==> config.mk <==
export PLATFORM = sky130hd
export DESIGN_NAME = uart_wb_bridge
export DESIGN_NICKNAME = d
export VERILOG_FILES = /design/src/rtl/uart_wb_bridge.sv
export SDC_FILE = /design/constraint.sdc
export NUM_CORES = 1
export LEC_CHECK = 0
export BUFFER_PORTS_ARGS = -buffer_cell sky130_fd_sc_hd__buf_2
export CAP_MARGIN = 40
export CORE_ASPECT_RATIO = 0.9
export CORE_MARGIN = 1.5
export CORE_UTILIZATION = 45
export DETAILED_ROUTE_END_ITERATION = 10
export PLACE_DENSITY = 0.77
export SLEW_MARGIN = 20
export SYNTH_ARGS = -nofsm -noshare
export SYNTH_HDL_FRONTEND = slang
export SYNTH_SLANG_ARGS = --single-unit
export TNS_END_PERCENT = 50
==> constraint.sdc <==
create_clock -name clk -period 2 [get_ports clk]
set_clock_uncertainty 0.05 [all_clocks]
set_input_delay 0.4 -clock clk [delete_from_list [all_inputs] [get_ports clk]]
set_output_delay 0.4 -clock clk [all_outputs]
set_load 0.02 [all_outputs]
==> src/rtl/uart_wb_bridge.sv <==
// rtl/uart_wb_bridge.sv - Wishbone classic slave front-end for the UART register file
// Byte-lane steering, optional wide access, programmable wait states and error termination.
module uart_wb_bridge #(
  parameter int DW          = 32,
  parameter int AW          = 5,
  parameter int WAIT_STATES = 0,
  parameter int WIDE_EN     = 1
) (
  input  logic            clk,
  input  logic            wb_rst_i,
  input  logic [AW-1:0]   wb_adr_i,
  input  logic [DW-1:0]   wb_dat_i,
  output logic [DW-1:0]   wb_dat_o,
  input  logic [DW/8-1:0] wb_sel_i,
  input  logic            wb_we_i,
  input  logic            wb_stb_i,
  input  logic            wb_cyc_i,
  output logic            wb_ack_o,
  output logic            wb_err_o,
  output logic [AW-1:0]   reg_adr_o,
  output logic [7:0]      reg_dat8_o,
  input  logic [7:0]      reg_dat8_i,
  input  logic [DW-1:0]   reg_datw_i,
  output logic            wide_o,
  output logic            we_o,
  output logic            re_o
);
  localparam int LANES = DW / 8;
  localparam int LB    = (LANES > 1) ? $clog2(LANES) : 0;
  localparam int LBW   = (LB > 0) ? LB : 1;
  localparam logic [AW-1:0] LANE_MASK = AW'(LANES - 1);
  localparam logic [3:0] WS_LAST = 4'((WAIT_STATES > 0) ? WAIT_STATES - 1 : 0);

  typedef enum logic [2:0] {IDLE, ACCESS, WAIT, RESP, ERR} state_t;

  state_t          state_q, state_d;
  logic [3:0]      cnt_q, cnt_d;
  logic [LBW-1:0]  lane_q, lane_d;
  logic            write_q, write_d;
  logic            wide_q, wide_d;
  logic [AW-1:0]   reg_adr_q, reg_adr_d;
  logic [7:0]      reg_dat8_q, reg_dat8_d;
  logic [DW-1:0]   dat_q, dat_d;

  logic            hit;
  logic            sel_one;
  logic            sel_all;
  logic [LBW-1:0]  lane_k;

  always_comb begin
    hit     = wb_cyc_i & wb_stb_i;
    sel_one = (wb_sel_i != '0) && ((wb_sel_i & (wb_sel_i - 1'b1)) == '0);
    sel_all = &wb_sel_i;
    lane_k  = '0;
    for (int i = 0; i < LANES; i++) begin
      if (wb_sel_i[i]) lane_k = LBW'(i);
    end

    state_d    = state_q;
    cnt_d      = cnt_q;
    lane_d     = lane_q;
    write_d    = write_q;
    wide_d     = wide_q;
    reg_adr_d  = reg_adr_q;
    reg_dat8_d = reg_dat8_q;
    dat_d      = dat_q;
    wb_ack_o   = 1'b0;
    wb_err_o   = 1'b0;
    we_o       = 1'b0;
    re_o       = 1'b0;

    case (state_q)
      IDLE: begin
        if (hit) begin
          if (sel_one) begin
            state_d    = ACCESS;
            reg_adr_d  = (wb_adr_i & ~LANE_MASK) | AW'(lane_k);
            reg_dat8_d = wb_dat_i[8*lane_k +: 8];
            lane_d     = lane_k;
            wide_d     = 1'b0;
            write_d    = wb_we_i;
          end else if (sel_all && (WIDE_EN != 0)) begin
            state_d    = ACCESS;
            reg_adr_d  = wb_adr_i & ~LANE_MASK;
            reg_dat8_d = wb_dat_i[7:0];
            lane_d     = '0;
            wide_d     = 1'b1;
            write_d    = wb_we_i;
          end else begin
            // Cleared on entry so the error beat already carries zero data.
            state_d = ERR;
            dat_d   = '0;
          end
        end
      end
      ACCESS: begin
        we_o = write_q;
        re_o = ~write_q;
        if (!write_q) begin
          dat_d = wide_q ? reg_datw_i : (DW'(reg_dat8_i) << (8 * lane_q));
        end
        cnt_d = '0;
        if (!wb_cyc_i)             state_d = IDLE;
        else if (WAIT_STATES > 0)  state_d = WAIT;
        else                       state_d = RESP;
      end
      WAIT: begin
        if (!wb_cyc_i) begin
          state_d = IDLE;
          cnt_d   = '0;
        end else if (cnt_q == WS_LAST) begin
          state_d = RESP;
          cnt_d   = '0;
        end else begin
          cnt_d = cnt_q + 4'd1;
        end
      end
      RESP: begin
        wb_ack_o = hit;
        state_d  = IDLE;
      end
      ERR: begin
        wb_err_o = hit;
        dat_d    = '0;
        state_d  = IDLE;
      end
      default: state_d = IDLE;
    endcase
  end

  always_ff @(posedge clk or posedge wb_rst_i) begin
    if (wb_rst_i) begin
      state_q    <= IDLE;
      cnt_q      <= '0;
      lane_q     <= '0;
      write_q    <= 1'b0;
      wide_q     <= 1'b0;
      reg_adr_q  <= '0;
      reg_dat8_q <= '0;
      dat_q      <= '0;
    end else begin
      state_q    <= state_d;
      cnt_q      <= cnt_d;
      lane_q     <= lane_d;
      write_q    <= write_d;
      wide_q     <= wide_d;
      reg_adr_q  <= reg_adr_d;
      reg_dat8_q <= reg_dat8_d;
      dat_q      <= dat_d;
    end
  end

  // wide_o is qualified by state so it reads 0 whenever no access is in flight.
  assign wide_o     = wide_q & (state_q != IDLE) & (state_q != ERR);
  assign reg_adr_o  = reg_adr_q;
  assign reg_dat8_o = reg_dat8_q;
  assign wb_dat_o   = dat_q;
endmodule
# After elaboration in Yosys (flattened, before gate mapping)
# Cells that the tools add are included.
[totals]
register_bits = 56
latch_bits = 0
mem_bits_rw = 0
mem_bits_ro = 0
in_bits = 86
output_inout_bits = 50
mem_count = 0
[op_classes]
n_addsub = 2
mul = 0
n_div = 0
magnitude_cmp = 0
n_eq_ne = 10
shift = 2
n_mux = 33
bitwise_logic = 6
reduce_logical = 13
[op_table]
columns = ["cell", "count"]
rows = [
  ["two-way mux 32 bit", 5],
  ["one-hot mux 32 bit (3 select lines)", 1],
  ["indexed part select 32 x 6 -> 8 bit", 1],
  ["left shift 8 x 5 -> 32 bit", 1],
  ["two-way mux 8 bit", 2],
  ["two-way mux 3 bit", 5],
  ["two-way mux 2 bit", 5],
  ["two-way mux 5 bit", 2],
  ["two-way mux 1 bit", 9],
  ["one-hot mux 3 bit (3 select lines)", 1],
  ["zero test 4 bit", 2],
  ["two-way mux 4 bit", 2],
  ["!= test 2 bit, second input constant", 4],
  ["one-hot mux 4 bit (2 select lines)", 1],
  ["== test 3 x 2 -> 1 bit, second input constant", 2],
  ["!= test 3 bit, second input constant", 2],
  ["nonzero test 3 bit", 2],
  ["OR 5 x 2 -> 5 bit", 1],
  ["AND reduction 5 bit", 1],
  ["adder 4 x 1 -> 4 bit, second input constant", 1],
  ["AND 4 bit", 1],
  ["AND reduction 4 bit", 1],
  ["nonzero test 2 bit", 2],
  ["nonzero test 4 bit", 1],
  ["9 further kinds", 11],
]

# Logic depth before layout (Yosys ltp)
[logic_depth]
word_depth = 7
depth_mapped = 7
ltp_nobuf = 6

# Worst setup path after synthesis
# OpenSTA, ideal clock, no wires.
[synth_timing]
kind = "register -> output"
startpoint = "register state_q[1]"
endpoint = "output port re_o"
arrival_time_ps = 1505
t_required_ps = 1550
path_slack_ps = 45
stages_incl_launch_ff = 6
path_buffers = 3
path_cell_list = "dfrtp_1 buf_6 or4b_1 clkbuf_1 inv_2 buf_2"
[synth_via]
elab_chain_cells = 2
[synth_lines]
columns = ["item", "line_no", "source"]
rows = [
  ["start: declaration", "36", "state_t state_q, state_d;"],
  ["start signal: assignment", "142", "state_q <= state_d;"],
  ["== test 3 x 1 -> 1 bit", "72", "case (state_q)"],
  ["two-way mux 1 bit", "72", ""],
  ["end: declaration", "26", "output logic re_o"],
]
# Every way passes these cells.

# Worst setup path after layout
[layout_timing]
startpoint = "register write_q"
endpoint = "output port re_o"
[layout_via]
elab_chain_cells = 2
[layout_lines]
columns = ["item", "line_no", "source"]
rows = [
  ["start: declaration", "39", "logic write_q, write_d;"],
  ["start signal: assignment", "145", "write_q <= write_d;"],
  ["NOT 1 bit", "98", "re_o = ~write_q;"],
  ["two-way mux 1 bit", "72", ""],
]
# Every way passes these cells.

==> impl_metrics.tcl <==
set metrics [dict create \
    synth_cell_types 51 \
    hold_class "in -> async" \
    yosysWarnings 0 \
    grt_max_degree 33 \
    dp_hpwl_mm 7.72 \
    synth_edf_count 0 \
    fillers 686 \
    netlist_instances 411 \
    busiest_layer "met2" \
    critPathSlowestCell "or4b_4" \
    ios 136 \
    cp_top_family "simple AND/OR/NAND/NOR gates" \
    async_flop_share_pct 100 \
    clkPwrFrac_pct 11.5 \
    clkSinkCount 54 \
    stdcell_count 635 \
    finalCriticalPeriod_ns 1.97 \
    drt_iter0_drc 134 \
    setup_viol 0 \
    antenna_found_initial 0 \
    grt_pass1_wl_mm 16.8 \
    p_sw_w 0.00245 \
    seqPwrFrac_pct 34.5 \
    worstPathCellList "or4b_4 > inv_2 > buf_4" \
    num_rows 30 \
    sw_frac_of_total_pct 46.4 \
    p_leak_nw 2.14 \
    combPwrFrac_pct 54.1 \
    rsz0062_at_grt "yes" \
    regArea_um2 1350 \
    startpoint_type "register" \
    fp.dieW_um 97.9 \
    nets 626 \
    finalWirelength_mm 10.6 \
    globalplace.congestion 0.836 \
    timing.fmax_ghz 0.507 \
    place_ws_ns 0.0631 \
    numCtsBuffers 5 \
    p_int_w 0.00283 \
    timing.slew.headroom_pct 65.8 \
    worstSetupPathType "reg -> out" \
    crit_buf_inv 2 \
    core_um2 7690 \
    overflow 0 \
    insertion_delay_ns 0.31 \
    drive_gt1_share_pct 39.7 \
    critPathArrivalTime_ns 1.52 \
    use_met2_pct 40.7 \
    io_buffers 133 \
    vdd_drop_max_uv 466 \
    synth_flop_cell "dfrtp_1" \
    cts_buffer_depth 2 \
    p_per_area_nw_per_um2 1140 \
    die-area_um2 8660 \
    htree_num_levels 2 \
    start_util_pct 47.4 \
    area_delta_synth_final_pct 26.5 \
    report.final.slew_viol_count 0 \
    end_kind "primary output" \
    wl_per_cell_um 16.7 \
    multi_input_area_um2 2070 \
    yosys_register_bits 54 \
    grt.total_usage_pct 23.8 \
    synth_area_per_cell_um2 8.88 \
    critPathMaxStageDelay_ns 0.57 \
    grt_pass1_vias 3456 \
    cts_tree "done" \
    crit_fanout 4 \
    syn_area_um2 3650 \
    whs_ns 0.0646 \
    via_per_inst 5.86 \
    ys_seq_area_share_pct 37.0 \
    drc 0 \
    first_pass_iters 6 \
    required_ns 1.55 \
    fp.dieH_um 88.5 \
    dr_total_vias 3719 \
    fin_ws_ns 0.0276 \
    synth_nets 499 \
    clockRootBuffer "clkbuf_8" \
    status "finished, final reports clean" \
    fin_crit_sh_pct 98.6 \
    hold_viol 0 \
    grt_util_met3_pct 3.87 \
    clk_pin_slew_ns 0.09 \
    cap_violations 0 \
    grt.met1_usage_pct 31.9 \
    antenna_left 0 \
    tightest_slew_ns 0.513 \
    diodes 0 \
    dp_cells 625 \
]
Yosys cell counts, types with 8 or more instances:
master | instances | share of area [%]
a21oi_1 | 11 | 1.5
a22oi_1 | 24 | 4.9
a2bb2oi_1 | 8 | 1.9
clkbuf_1 | 26 | 2.7
dfrtp_1 | 54 | 37
mux2_2 | 13 | 4.0
mux2i_1 | 8 | 2.2
nand2_1 | 68 | 7.0
nand3_1 | 12 | 1.6
nand3b_1 | 16 | 3.3
nor3_1 | 10 | 1.4
nor4b_1 | 8 | 1.9
o21ai_0 | 64 | 8.8
o221a_2 | 8 | 2.5
o31ai_1 | 9 | 1.9
worst paths after layout:
check                           slack, ns  depth (start not counted)                      from                       end
worst max register to register       0.14                          5    state_q[1]$_DFFE_PP0P_  reg_adr_o[4]$_DFFE_PP0P_
worst min register to register       0.46                          1  reg_adr_o[2]$_DFFE_PP0P_  reg_adr_o[2]$_DFFE_PP0P_
max in group asynchronous            1.27                          3                  wb_rst_i  wb_dat_o[30]$_DFFE_PP0P_
min in group clk                     0.27                          2               wb_adr_i[3]  reg_adr_o[3]$_DFFE_PP0P_
worst max-delay path                 0.03                          3       write_q$_DFFE_PP0P_                      re_o
worst min-delay path                 0.06                          2                  wb_rst_i      cnt_q[0]$_DFFE_PP0N_
power by group through the flow:
stage / registers, W / clock network (W) / logic (W)
2_1_floorplan: 0.00214 / 0 / 0.00158
3_3_place_gp: 0.00181 / 0 / 0.00274
6_report: 0.00182 / 0.000604 / 0.00285
4_1_cts: 0.00181 / 0.000622 / 0.00284
5_1_grt: 0.00186 / 0.000664 / 0.00309
3_5_place_dp: 0.00184 / 0 / 0.00281
registers in the layout, indices dropped and copies added (netlist names):
register	cells
cnt_q	4
lane_q	1
reg_adr_o	4
reg_dat8_o	8
state_q	3
wb_dat_o	32
wide_q	1
write_q	1
layout by cell type (no fill, tap or decap), drive strengths merged, types with 5 or more instances in the layout:
cell type  Yosys  layout
buf           16     162
nand2         69      69
o21ai         64      64
dfrtp         54      54
a22oi         24      24
o31ai         17      17
nand3b        16      16
mux2          13      13
nand3         12      12
a21oi         12      12
nor3          10      10
nor4b          8       8
a2bb2oi        8       8
mux2i          8       8
o221a          8       8
inv            8       8
clkbuf        26       6
nor2           5       5
cell type report:
type                            instances  area share [%]
Sequential cell                        54            29.3
Tap cell                               96            2.60
Timing Repair Buffer                  162            20.8
Clock inverter                          2           0.217
Multi-Input combinational cell        307            44.8
Inverter                                8           0.650
Clock buffer                            6            1.57
cells by family (layout without fill, tap and decap cells):
kind of cell | after synthesis | in the layout | synth area share [%]
and+or+nand+nor | 139 | 139 | 19.8
muxes | 21 | 21 | 6.20
adders and majority gates | 2 | 2 | 0.685
AOI/OAI and AO/OA | 143 | 143 | 28.5
buffers and inverters | 50 | 178 | 6.75
DFF | 54 | 54 | 37.0
xor gates and xnor gates | 2 | 2 | 0.994
per-layer routing:
| layer | wire length (µm) | vias up |
|---|---|---|
| met5 | 0 | - |
| met4 | 124 | 0 |
| met3 | 777 | 12 |
| met2 | 5230 | 177 |
| met1 | 4500 | 1764 |
| li1 | - | 1766 |
timing repair:
action,in CTS,in global routing
pin swaps,0,1
setup endpoints to repair,1,2
gates resized for setup,2,2
buffers inserted,1,1
hold buffers,0,0
stage by stage:
stage               area (µm²)  TNS (ns)  util (%)  power [W]
floorplan                 3650         0         -    0.00371
global placement          4510         0      58.6    0.00455
detailed placement        4510         0      58.6    0.00466
CTS                       4600         0      59.8    0.00528
global route              4620  -0.00333      60.0    0.00562
finish                    4620         0      60.0    0.00527
No activity file was read; power rests on OpenSTA's default activity.
